<file path="config.mk">
export PLATFORM = sky130hd
export DESIGN_NAME = call_stack
export DESIGN_NICKNAME = d
export VERILOG_FILES = /design/src/rtl/musa_pkg.sv /design/src/rtl/call_stack_mem.sv /design/src/rtl/call_stack.sv
export SDC_FILE = /design/constraint.sdc
export NUM_CORES = 1
export LEC_CHECK = 0
export CAP_MARGIN = 20
export CORE_UTILIZATION = 55
export CTS_BUF_LIST = sky130_fd_sc_hd__clkbuf_4 sky130_fd_sc_hd__clkbuf_8
export DETAILED_ROUTE_END_ITERATION = 16
export PLACE_DENSITY = 0.79
export REMOVE_ABC_BUFFERS = 1
export SYNTH_ARGS = -nofsm -noshare
export SYNTH_HDL_FRONTEND = slang
export SYNTH_SLANG_ARGS = --single-unit
</file>
<file path="constraint.sdc">
create_clock -name clk -period 4.2 [get_ports clk]
set_input_delay 1.26 -clock clk [delete_from_list [all_inputs] [get_ports clk]]
set_output_delay 1.26 -clock clk [all_outputs]
set_load 0.05 [all_outputs]
</file>
<file path="src/rtl/musa_pkg.sv">
// musa_pkg: shared MUSA core constants and the return-stack operation decode
package musa_pkg;
    localparam int PC_W = 32;
    localparam int CALL_STACK_DEPTH = 8;
    typedef enum logic [1:0] {NONE, PUSH, POP, REPLACE} stack_op_t;
    // A push together with a pop on an empty stack is a plain push; a lone pop on empty does nothing
    function automatic stack_op_t decode_op(input logic p, input logic q, input logic e);
        return (p && q && !e) ? REPLACE : p ? PUSH : (q && !e) ? POP : NONE;
    endfunction
endpackage

</file>
<file path="src/rtl/call_stack_mem.sv">
// call_stack_mem: DEPTH x ADDR_W register array, one sync write port, one async read port
//   clk, we/waddr/wdata (write on rising edge), raddr -> rdata (combinational)
module call_stack_mem #(
    parameter int DEPTH  = 8,
    parameter int ADDR_W = 32
) (
    input  logic                     clk,
    input  logic                     we,
    input  logic [$clog2(DEPTH)-1:0] waddr,
    input  logic [ADDR_W-1:0]        wdata,
    input  logic [$clog2(DEPTH)-1:0] raddr,
    output logic [ADDR_W-1:0]        rdata
);
    logic [ADDR_W-1:0] mem [DEPTH];
    always_ff @(posedge clk)
        if (we) mem[waddr] <= wdata;
    assign rdata = mem[raddr];
endmodule

</file>
<file path="src/rtl/call_stack.sv">
// call_stack: hardware return-address stack for CALL/RET with fill level and sticky errors
//   clk, rst_n (sync, active-low); push/pop strobes, push_addr, clr_err
//   ret_addr (top entry, 0 when empty), empty, full, count, overflow, underflow
//   Define CALL_STACK_WRAP_EN for the circular build (push when full overwrites the oldest entry)
module call_stack
    import musa_pkg::*;
#(
    parameter int DEPTH  = CALL_STACK_DEPTH,
    parameter int ADDR_W = PC_W
) (
    input  logic                       clk,
    input  logic                       rst_n,
    input  logic                       push,
    input  logic                       pop,
    input  logic [ADDR_W-1:0]          push_addr,
    input  logic                       clr_err,
    output logic [ADDR_W-1:0]          ret_addr,
    output logic                       empty,
    output logic                       full,
    output logic [$clog2(DEPTH+1)-1:0] count,
    output logic                       overflow,
    output logic                       underflow
);
    localparam int PW = $clog2(DEPTH);
    localparam int CW = $clog2(DEPTH+1);
`ifdef CALL_STACK_WRAP_EN
    localparam bit WRAP = 1'b1;
`else
    localparam bit WRAP = 1'b0;
`endif
    stack_op_t op;
    logic [PW-1:0] sp, top, waddr;
    logic [ADDR_W-1:0] rdata;
    logic we, grow, ovf_set, unf_set;
    always_comb begin
        op      = decode_op(push, pop, empty);
        top     = sp - PW'(1);
        waddr   = (op == REPLACE) ? top : sp;
        grow    = op == PUSH && !full;
        we      = rst_n && (op == REPLACE || (op == PUSH && (!full || WRAP)));
        ovf_set = op == PUSH && full && !WRAP;
        unf_set = pop && !push && empty;
    end
    assign empty    = count == '0;
    assign full     = count == CW'(DEPTH);
    assign ret_addr = empty ? '0 : rdata;
    call_stack_mem #(.DEPTH(DEPTH), .ADDR_W(ADDR_W)) u_mem (
        .clk(clk), .we(we), .waddr(waddr), .wdata(push_addr), .raddr(top), .rdata(rdata)
    );
    always_ff @(posedge clk) begin
        if (!rst_n) begin
            sp        <= '0;
            count     <= '0;
            overflow  <= 1'b0;
            underflow <= 1'b0;
        end else begin
            // A replace writes the top in place; a wrapped push advances sp but keeps count at DEPTH
            if (we && op == PUSH) sp <= sp + PW'(1);
            if (op == POP) sp <= top;
            if (grow) count <= count + CW'(1);
            else if (op == POP) count <= count - CW'(1);
            overflow  <= ovf_set | (overflow & ~clr_err);
            underflow <= unf_set | (underflow & ~clr_err);
        end
    end
endmodule

</file>
* After elaboration in Yosys (flattened, before gate mapping)
Memory sizes are Yosys's and may differ from the RTL's.
Cells that the tools add are included.
** Storage, ports and cells
- Register bits :: 9
- Output and inout port bits :: 40
- Memories :: 1
- Bits of input ports :: 37
- RAM bits :: 256
- Word-level logic and storage cells :: 45
** Memory list
- u_mem.mem :: words 8, width 32, rd ports 1, clocked after Yosys merged registers in 0, wr ports 1, line call_stack_mem.sv:14 : logic [ADDR_W-1:0] mem [DEPTH];
** Cells by class
- Add/sub/neg operators :: 4
- Muxes and demuxes :: 11
- Reductions and logical operators :: 16
- Bitwise gates (word level) :: 5
- Equal/unequal tests :: 4
** Operator list (count)
- $mux 32 :: 1
- $logic_and 1x1->1 :: 9
- $mux 3 :: 3
- $mux 4 :: 2
- $mux 2 :: 3
- $add 4x1->4 const B :: 1
- $eq 2x2->1 const B :: 2
- $eq 4x4->1 const B :: 1
- $logic_not 4->1 :: 1
- $reduce_bool 2->1 :: 2
- $sub 4x1->4 const B :: 1
- $add 3x1->3 const B :: 1
- $logic_not 1->1 :: 3
- $sub 3x1->3 const B :: 1
- $and 1x1->1 :: 2
- $eq 2x1->1 const B :: 1
- $mux 1 :: 2
- $or 1x1->1 :: 2
- $logic_or 1x1->1 :: 1
- $not 1->1 :: 1

* Depth between registers and ports, before layout
Gate-level depths: netlist of the first run.
- Depth after elaboration :: 13
- Gate-level depth with buffers :: 10
- Mapped depth without buffers :: 9

* Cells and area by module
A second synthesis of the first run with hierarchy kept.
** Unflattened totals
- Cell total of the unflattened synthesis :: 494
- Area, all modules :: 10702.8 um^2
** Modules (own cells, without submodules)
- call_stack_mem :: cells each 383, times used 1, sequential area each 7687.4 um^2, area each 9825.7 um^2
- call_stack :: cells each 111, times used 1, sequential area each 180.2 um^2, area each 877.1 um^2

* Worst setup path after synthesis of the first run
OpenSTA, ideal clock, no wires.
- Path type :: register to output
- Start :: register sp[0]
- End :: output port ret_addr[10]
- Data arrival time :: 2803 ps
- Data required time :: 2940 ps
- Path buffers :: 4
- Stages on the path, launching flop included :: 10
- Path slack :: 137 ps
- Path through :: dfxtp_1 > clkbuf_1 > buf_2 > inv_1 > ha_1 > clkbuf_1 > clkbuf_1 > mux4_2 > nand2_1 > a21oi_1
** Between the ends
- Cells in the longest elaborated chain, start to end :: 3
** Ends and longest elaborated chain
- from (decl) :: line call_stack.sv:32 : logic [PW-1:0] sp, top, waddr;
- from (signal assigned) :: line call_stack.sv:58 : if (we && op == PUSH) sp <= sp + PW'(1);
- from (signal assigned) :: line call_stack.sv:59 : if (op == POP) sp <= top;
- $sub 3x1->3 :: line call_stack.sv:37 : top = sp - PW'(1);
- $mem_v2 8x32
- $mux 32 :: line call_stack.sv:46 : assign ret_addr = empty ? '0 : rdata;
- to (decl) :: line call_stack.sv:17 : output logic [ADDR_W-1:0] ret_addr,
No other way between the ends.

* Final worst setup path of the first run
- Start :: register sp[1]
- End :: output port ret_addr[21]
Same word-level chain as after synthesis.

==> results of run 1 <==
## flip-flops by register name (all words and copies together), names as in the netlist
signal and cells:
count 4, overflow 1, sp 3, u_mem.mem 256
underflow 1
## cell families (layout without fill, tap and decap cells)
family,after synthesis,after routing
and+or+nand+nor,110,110
AOI/OAI and AO/OA,61,61
muxes,67,67
xor gates and xnor gates,3,3
buffers and inverters,44,179
adders and majority gates,4,4
DFF,265,265
## power by group through the flow
stage / combinational (W) / clock (W) / sequential, W
finish: 0.00523 / 0.00217 / 0.00329
floorplan: 0.00282 / 0 / 0.00348
detailed placement: 0.00526 / 0 / 0.00334
CTS: 0.00529 / 0.00221 / 0.00329
global route: 0.00550 / 0.00232 / 0.00331
global placement: 0.00518 / 0 / 0.00332
## tightest hold or removal path, cell delays in order, from the launching register on
cell and delay [ns]:
dfxtp_1 0.33, a21oi_1 0.06, nor2_1 0.07
## stage by stage
step / total power, W / cells / setup TNS [ns]
6_report: 0.0107 / 923 / 0
5_1_grt: 0.0111 / 923 / 0
2_1_floorplan: 0.00629 / 520 / -866.36
3_3_place_gp: 0.00850 / 849 / 0
4_1_cts: 0.0108 / 923 / 0
3_5_place_dp: 0.00860 / 849 / 0
## layer usage
metal | wire, µm | vias up | part of all wire | track usage
met2 | 10400 | 245 | 0.50 | 0.365
li1 | - | 2440 | - | -
met1 | 8490 | 2849 | 0.41 | 0.300
met3 | 1410 | 36 | 0.068 | 0.0485
met4 | 366 | 0 | 0.018 | 0.0694
met5 | 0 | - | 0 | 0
## synthesized netlist by cell type, drive strengths merged (3+ instances only)
cell    instances  area [µm²]
ha              4        50.1
nand2          73         274
nor2           15        56.3
o21ai           4        20.0
mux4           64        1440
mux2i           3        30.0
a32oi           3        26.3
nor4            3        18.8
buf            14        96.3
a21oi          38         190
inv            10        40.0
a31oi           5        43.8
clkbuf         20        75.1
edfxtp        256        7690
nor3            7        35.0
dfxtp           9         180
## final timing paths
path	to	slack, ns	depth (start not counted)
min	overflow	0.50	2
min reg2reg	overflow	0.50	2
max reg2reg	u_mem.mem[4][3]	0.77	6
max	ret_addr[21]	0.17	7
## area by class of cell
cell class,instances,area (µm²)
flip-flops and latches,265,7870
fillers,1097,5840
multi-input cells,245,2510
repair buffers,95,1300
clock buffers,63,767
well taps,234,293
clock inverters,11,78.8
inverters,10,40.0
==> flow_metrics.env, run 1 <==
export IMPL_cts_tree="built"
export IMPL_crit_chain="inv_1 > ha_4 > buf_12 > mux4_2 > nand2_1 > a21oi_1 > buf_12"
export IMPL_fin_area_um2=12900
export IMPL_layout_drive_gt1_share=0.293
export IMPL_viasPerCell=6.03
export IMPL_final_core_utilization=0.688
export IMPL_crit_path_end_kind="primary output"
export IMPL_yosys_cell_types_count=42
export IMPL_crit_path_start_kind="flip-flop"
export IMPL_ys_warn_count=0
export IMPL_worst_path_largest_cell_delay_ns=0.69
export IMPL_synth_xor_area_share=0.00251
export IMPL_pin_count=77
export IMPL_routed_wl_mm=20.7
export IMPL_ir_drop_mv=0.754
export IMPL_fin_crit_ns=4.03
export IMPL_worstReg2RegStart="count[0]"
export IMPL_max_cap_violations=0
export IMPL_final_common_cell="edfxtp_1"
export IMPL_grt_total_usage=0.222
export IMPL_synth_top_family_by_area="multiplexers"
export IMPL_htree_levels=2
export IMPL_wl_per_cell_um=22.4
export IMPL_cts_sinks=265
export IMPL_clk_pin_slew_worst_paths_ns=0.06
export IMPL_die_width_um=140
export IMPL_place_gp_congestion=0.829
export IMPL_row_count=50
export IMPL_hold_slack_ns=0.501
export IMPL_remaining_drc_errors=0
export IMPL_p_sw_w=0.00408
export IMPL_dp_hpwl_mm=11.9
export IMPL_syn2layout_area_growth_pct=22.7
export IMPL_final_cell_mix="edfxtp_1, nand2_1, mux4_2"
export IMPL_io_buffers=76
export IMPL_synth_seq_area_share=0.751
export IMPL_grt_antenna_before_repair=0
export IMPL_ys_ff_latch=265
export IMPL_fin_crit_sh=0.959
export IMPL_cpMostUsedCell="buf_12"
export IMPL_yosys_area_share_adder=0.00477
export IMPL_synth_mux_area_frac=0.140
export IMPL_placed_cell_area_um2=12000
export IMPL_slew_headroom=0.286
export IMPL_slew_violations=0
export IMPL_powerDensity_nw_per_um2=831
export IMPL_synth_flop_cell="edfxtp_1"
export IMPL_p_int_w=0.00661
export IMPL_min_delay_path_class="reg -> reg"
export IMPL_cellLeakagePower_nw=4.19
export IMPL_fp_dieArea_um2=19600
export IMPL_nets=699
export IMPL_rsz0062_at_grt="no"
export IMPL_synthArstFlopShare=0
export IMPL_postCtsResizedCells=1
export IMPL_drtIter0Drc=395
export IMPL_slowest_stage="ha_4"
export IMPL_pre_cts_ws_ns=0.284
export IMPL_synth_edf_count=256
export IMPL_synth_cell_area_um2=10500
export IMPL_core_area_um2=18700
export IMPL_worstHoldStart="overflow"
export IMPL_initial_core_util=0.560
export IMPL_tightest_slew_ns=1.07
export IMPL_worstSetupPathType="reg -> out"
export IMPL_clkPwrFrac=0.203
export IMPL_switching_share=0.382
export IMPL_firstDrtPassIters=5
export IMPL_ant_nets=0
export IMPL_critical_path_required_ns=2.94
export IMPL_numCtsBuffers=41
export IMPL_cp_arrival_ns=2.77
export IMPL_synth_compound_area_frac=0.0357
export IMPL_cts_root_buf="clkbuf_8"
export IMPL_power_frac_comb=0.490
export IMPL_path_max_fanout=38
export IMPL_power_frac_seq=0.308
export IMPL_clk_path_buf_depth=3
export IMPL_syn_inst=554
export IMPL_gr_total_overflow=0
export IMPL_finalHoldViolCount=0
export IMPL_cp_top_family="adder cells"
export IMPL_setup_violations=0
export IMPL_setup_worst_path_start="sp[1]"
export IMPL_vias=5570
export IMPL_status="completed"
export IMPL_setup_slack_ns=0.171
export IMPL_dieHeight_um=140
export IMPL_postCtsHoldBufs=0
export IMPL_skew_ns=0.0224
export IMPL_clock_latency_ns=0.53
export IMPL_avgSynthCellArea_um2=18.9
export IMPL_cp_num_buf_inv=3
export IMPL_synth_simple_gate_area_frac=0.0458
export IMPL_grt_max_degree=69
export IMPL_grt_pass1_wl_mm=32.5
export IMPL_cts_setup_buffers=0
export IMPL_antenna_cells=0
export IMPL_timing_fmax_mhz=248
export IMPL_grt_pass1_vias=5770
Power figures use the tool's default switching activity.
==> run 2: changes to the inputs <==
CORE_UTILIZATION = 59   (was 55)
DONT_BUFFER_PORTS = 1   (was unset)
PLACE_DENSITY = 0.78   (was 0.79)
==> flow_metrics.env, run 2 (synthesis results as in run 1) <==
export IMPL_io_buffers=0
export IMPL_remaining_drc_errors=0
export IMPL_slew_headroom=0.452
export IMPL_setup_violations=0
export IMPL_grt_pass1_vias=5658
export IMPL_clk_pin_slew_worst_paths_ns=0.06
export IMPL_worstSetupPathType="reg -> out"
export IMPL_min_delay_path_class="reg -> reg"
export IMPL_layout_drive_gt1_share=0.306
export IMPL_cts_setup_buffers=0
export IMPL_pin_count=77
export IMPL_wl_met1_mm=8.31
export IMPL_critical_path_required_ns=2.94
export IMPL_clk_path_buf_depth=3
export IMPL_max_cap_violations=0
export IMPL_largest_register="u_mem.mem"
export IMPL_postCtsHoldBufs=0
export IMPL_route_met3_wl_mm=1.57
export IMPL_crit_path_start_kind="flip-flop"
export IMPL_final_common_cell="edfxtp_1"
export IMPL_fin_crit_sh=0.974
export IMPL_status="completed"
export IMPL_vias=5306
export IMPL_finalHoldViolCount=0
export IMPL_postCtsResizedCells=0
export IMPL_grt_total_usage=0.237
export IMPL_worstHoldStart="sp[1]"
export IMPL_syn2layout_area_growth_pct=13.7
export IMPL_firstDrtPassIters=5
export IMPL_viasPerCell=6.13
export IMPL_wl_per_cell_um=23.5
export IMPL_setup_worst_path_start="count[2]"
export IMPL_numCtsBuffers=42
export IMPL_fillers=1083
export IMPL_antenna_cells=0
export IMPL_grt_pass1_wl_mm=31.4
export IMPL_nets=657
export IMPL_dp_hpwl_mm=11.7
export IMPL_tightest_slew_ns=0.820
export IMPL_largest_reg_flops=256
export IMPL_cts_tree="built"
export IMPL_grt_max_degree=69
export IMPL_clock_latency_ns=0.54
export IMPL_final_cell_mix="edfxtp_1, nand2_1, mux4_2"
export IMPL_initial_core_util=0.606
export IMPL_routed_wl_mm=20.3
export IMPL_cp_arrival_ns=2.83
export IMPL_slew_violations=0
export IMPL_skew_ns=0.0136
export IMPL_dieHeight_um=135
export IMPL_place_gp_congestion=0.880
export IMPL_hold_slack_ns=0.648
export IMPL_top_layer_used="met4"
export IMPL_power_total_w=0.00954
export IMPL_cts_root_buf="clkbuf_8"
export IMPL_dr_wl_met2_mm=10.1
export IMPL_grt_antenna_before_repair=0
export IMPL_multi_input_area_um2=2500
export IMPL_die_width_um=135
export IMPL_crit_path_end_kind="primary output"
export IMPL_htree_levels=2
export IMPL_powerDensity_nw_per_um2=800
export IMPL_ant_nets=0
export IMPL_fin_crit_ns=4.09
export IMPL_row_count=48
export IMPL_drtIter0Drc=491
export IMPL_regArea_um2=7870
export IMPL_ir_drop_mv=0.660
export IMPL_cts_sinks=265
export IMPL_gr_total_overflow=0
export IMPL_fp_dieArea_um2=18300
export IMPL_reg_top3="u_mem.mem (256), count (4), sp (3)"
export IMPL_worstReg2RegStart="count[2]"
export IMPL_timing_fmax_mhz=245
export IMPL_rsz0062_at_grt="no"
export IMPL_cellLeakagePower_nw=3.87
export IMPL_core_area_um2=17300
export IMPL_path_max_fanout=43
==> run 2: cell count changes in the layout (fill, tap and decap cells not counted), moves of 3 or more <==
cell             before  now
buf_12               38    5
clkinv_2              3    6
clkbuf_4             16    9
clkdlybuf4s50_1      44    0
clkbuf_8             47   43
buf_4                13   47
==> run 2: worst paths after layout <==
kind	endpoint	slack (ns)	cells past startpoint
worst max-delay path	ret_addr[12]	0.11	5
worst min-delay path	sp[1]	0.65	2
worst max register to register	u_mem.mem[4][21]	0.71	6
worst min register to register	sp[1]	0.65	2
==> run 2: critical path: stages (launching register included) <==
cell and delay [ns]:
dfxtp_1 0.53, or4_1 0.66, inv_4 0.50, buf_4 0.32, a21oi_1 0.07, buf_4 0.19
==> run 2: area by class of cell <==
type	count	share of cell area
timing repair buffer	52	0.0380
clock buffer	52	0.0553
multi-input combinational	245	0.210
sequential	265	0.661
tap	225	0.0236
clock inverter	16	0.00914
inverter	10	0.00336
==> run 2: where the power goes <==
group | switching (W) | leakage [nW] | internal (W)
combinational | 0.00284 | 1.08 | 0.00138
sequential | 0.000101 | 2.39 | 0.00319
clock | 0.000932 | 0.404 | 0.00109
total | 0.00388 | 3.87 | 0.00566
==> run 2: stage by stage <==
| stage | instances | utilization | setup WS [ns] | instance area [µm²] | setup TNS, ns |
|---|---|---|---|---|---|
| final | 865 | 0.689 | 0.111 | 11900 | 0 |
| after global routing | 865 | 0.689 | 0.0231 | 11900 | 0 |
| after CTS | 865 | 0.689 | 0.125 | 11900 | 0 |
| after detailed placement | 797 | 0.644 | 0.699 | 11100 | 0 |
| after global placement | 797 | 0.644 | 0.722 | 11100 | 0 |
| after floorplan | 520 | - | -3.40 | 10300 | -866.36 |
==> run 2: per-layer routing <==
layer / global-route usage / up-vias
met5: 0 / -
met4: 0.0893 / 0
met3: 0.0580 / 34
met2: 0.383 / 220
met1: 0.315 / 2702
li1: - / 2350
==> run 3: changes to the inputs <==
SYNTH_HIERARCHICAL = 1   (was unset)
==> flow_metrics.env, run 3 <==
export IMPL_status="completed"
export IMPL_grt_busiest_layer="met2"
export IMPL_grt_antenna_before_repair=0
export IMPL_firstDrtPassIters=4
export IMPL_synth_edf_count=256
export IMPL_place_inst=709
export IMPL_synthMostInstantiatedCell="edfxtp_1"
export IMPL_htree_levels=2
export IMPL_dp_hpwl_mm=10.2
export IMPL_largest_reg_flops=256
export IMPL_nets=570
export IMPL_grt_max_degree=65
export IMPL_die_width_um=137
export IMPL_core_area_um2=17500
export IMPL_crit_path_start_kind="flip-flop"
export IMPL_antenna_cells=0
export IMPL_finalHoldViolCount=0
export IMPL_layout_drive_gt1_share=0.277
export IMPL_synth_top_cells_by_count="edfxtp_1, mux4_1, and2_1, mux2_2, mux4_2"
export IMPL_slew_headroom=0.471
export IMPL_cts_tree="built"
export IMPL_ant_nets=0
export IMPL_largest_register="u_mem/mem"
export IMPL_reg_top3="u_mem/mem (256), count (4), sp (3)"
export IMPL_final_common_cell="edfxtp_1"
export IMPL_crit_path_end_kind="primary output"
export IMPL_synthArstFlopShare=0
export IMPL_reg2reg_to="u_mem/mem[2][21]"
export IMPL_rsz0062_at_grt="yes"
export IMPL_timing_fmax_mhz=245
export IMPL_cts_sinks=265
export IMPL_clk_pin_slew_worst_paths_ns=0.06
export IMPL_ys_warn_count=6
export IMPL_critical_path_required_ns=2.94
export IMPL_final_cell_mix="edfxtp_1, clkbuf_8, mux4_1"
export IMPL_row_count=48
export IMPL_synth_top_area_share=0.718
export IMPL_avgSynthCellArea_um2=21.7
export IMPL_clk_path_buf_depth=3
export IMPL_cts_setup_buffers=0
export IMPL_wl_per_cell_um=24.3
export IMPL_synthTopCellsByArea="edfxtp_1, mux4_1, mux4_2"
export IMPL_viasPerCell=6.10
export IMPL_met2_usage=0.343
export IMPL_gr_total_overflow=0
export IMPL_place_gp_congestion=0.765
export IMPL_synth_top_area_cell="edfxtp_1"
export IMPL_clock_latency_ns=0.52
export IMPL_skew_ns=0.0143
export IMPL_io_buffers=0
export IMPL_min_delay_path_class="reg -> reg"
export IMPL_synth_seq_area_share=0.735
export IMPL_path_max_fanout=32
export IMPL_setup_violations=0
export IMPL_setup_tns_ns=0
export IMPL_worstHoldStart="sp[1]"
export IMPL_regToRegSetupSlack_ns=0.66
export IMPL_syn_inst=494
export IMPL_ys_ff_latch=265
export IMPL_grt_pass1_wl_mm=28.5
export IMPL_drtIter0Drc=280
export IMPL_grt_total_usage=0.212
export IMPL_routed_wl_mm=19.0
export IMPL_worstHoldEndpoint="sp[1]"
export IMPL_fin_crit_ns=4.08
export IMPL_fin_cells=780
export IMPL_yosys_cell_types_count=40
export IMPL_whs_path_depth=2
export IMPL_vias=4758
export IMPL_initial_core_util=0.612
export IMPL_met1_usage=0.289
export IMPL_synth_flop_cell="edfxtp_1"
export IMPL_remaining_drc_errors=0
export IMPL_dieHeight_um=137
export IMPL_slew_violations=0
export IMPL_cp_arrival_ns=2.82
export IMPL_numCtsBuffers=41
export IMPL_fin_crit_sh=0.973
export IMPL_r2r_cells=6
export IMPL_max_cap_violations=0
export IMPL_grt_pass1_vias=5014
export IMPL_tightest_slew_ns=0.793
export IMPL_worstReg2RegStart="count[1]"
export IMPL_cts_root_buf="clkbuf_8"
export IMPL_fp_dieArea_um2=18700
export IMPL_met3_usage=0.0507
export IMPL_synth_cell_area_um2=10700
export IMPL_syn2layout_area_growth_pct=10.9
export IMPL_worstSetupPathType="reg -> out"
export IMPL_pin_count=77
export IMPL_fillers=1080
run 3: cell count changes in the layout (fill, tap and decap cells not counted), sizes merged, moves of 4 or more:
cell    previous run  this run
a31oi              5         0
a21oi             38         4
buf               52        14
clkbuf            52        58
nand2             73         6
nand2b             2         7
xnor2              2         6
nor3               7         3
and2               0        33
mux2               0        33
run 3: cell type report:
class | instances | area (µm²) | area share
Clock buffer | 57 | 691 | 0.0582
Clock inverter | 13 | 67.6 | 0.00569
Inverter | 9 | 36.3 | 0.00306
Multi-Input combinational cell | 196 | 2710 | 0.228
Sequential cell | 265 | 7870 | 0.663
Tap cell | 225 | 282 | 0.0237
Timing Repair Buffer | 15 | 218 | 0.0183
run 3: timing repair:
item,CTS,global route
resized for setup,0,6
hold buffers,0,0
setup endpoints to repair,0,26
run 3: critical path, cell delays in order (launching register included):
cell	delay, ns
dfxtp_1	0.46
inv_4	0.07
ha_1	0.28
xor2_4	0.25
clkbuf_16	0.28
mux4_1	0.37
mux2_2	0.30
and2_2	0.27
run 3: how the worst max path moves through the flow:
stage           from      endpoint  slack, ns  cells past startpoint
6_report       sp[0]   ret_addr[7]       0.12                      7
5_1_grt        sp[0]  ret_addr[10]      -0.01                      7
4_1_cts        sp[0]   ret_addr[7]       0.02                      7
3_5_place_dp   sp[0]   ret_addr[7]       0.60                      7
3_3_place_gp   sp[0]   ret_addr[7]       0.65                      7
2_1_floorplan  sp[0]  ret_addr[11]      -3.41                      6
run 3: routing by layer:
| metal | share of wire | vias up |
|---|---|---|
| li1 | - | 2127 |
| met1 | 0.41 | 2455 |
| met2 | 0.50 | 158 |
| met3 | 0.076 | 18 |
| met4 | 0.011 | 0 |
| met5 | 0 | - |
run 3: cells by family (layout without fill, tap and decap cells):
| logic type | Yosys count | after routing | share of synthesized area |
|---|---|---|---|
| DFF | 265 | 265 | 0.735 |
| muxes | 98 | 98 | 0.184 |
| and+or+nand+nor | 70 | 70 | 0.0380 |
| buffers and inverters | 33 | 94 | 0.0187 |
| AOI/OAI and AO/OA | 16 | 16 | 0.0116 |
| xor gates and xnor gates | 7 | 7 | 0.00573 |
| adders and majority gates | 5 | 5 | 0.00655 |
run 3: stage by stage:
stage / instance area (µm²) / setup WS (ns) / util / hold slack (ns)
after floorplan: 10500 / -3.41 / - / 0.478
after detailed placement: 11100 / 0.602 / 0.634 / 0.530
final: 11900 / 0.115 / 0.679 / 0.545
after global placement: 11100 / 0.649 / 0.634 / 0.517
after global routing: 11900 / -0.0121 / 0.679 / 0.576
after CTS: 11800 / 0.0154 / 0.678 / 0.539
Power of run 3 is not shown: default switching activity piles up to over one toggle a cycle in this logic, so the estimate is an artifact.
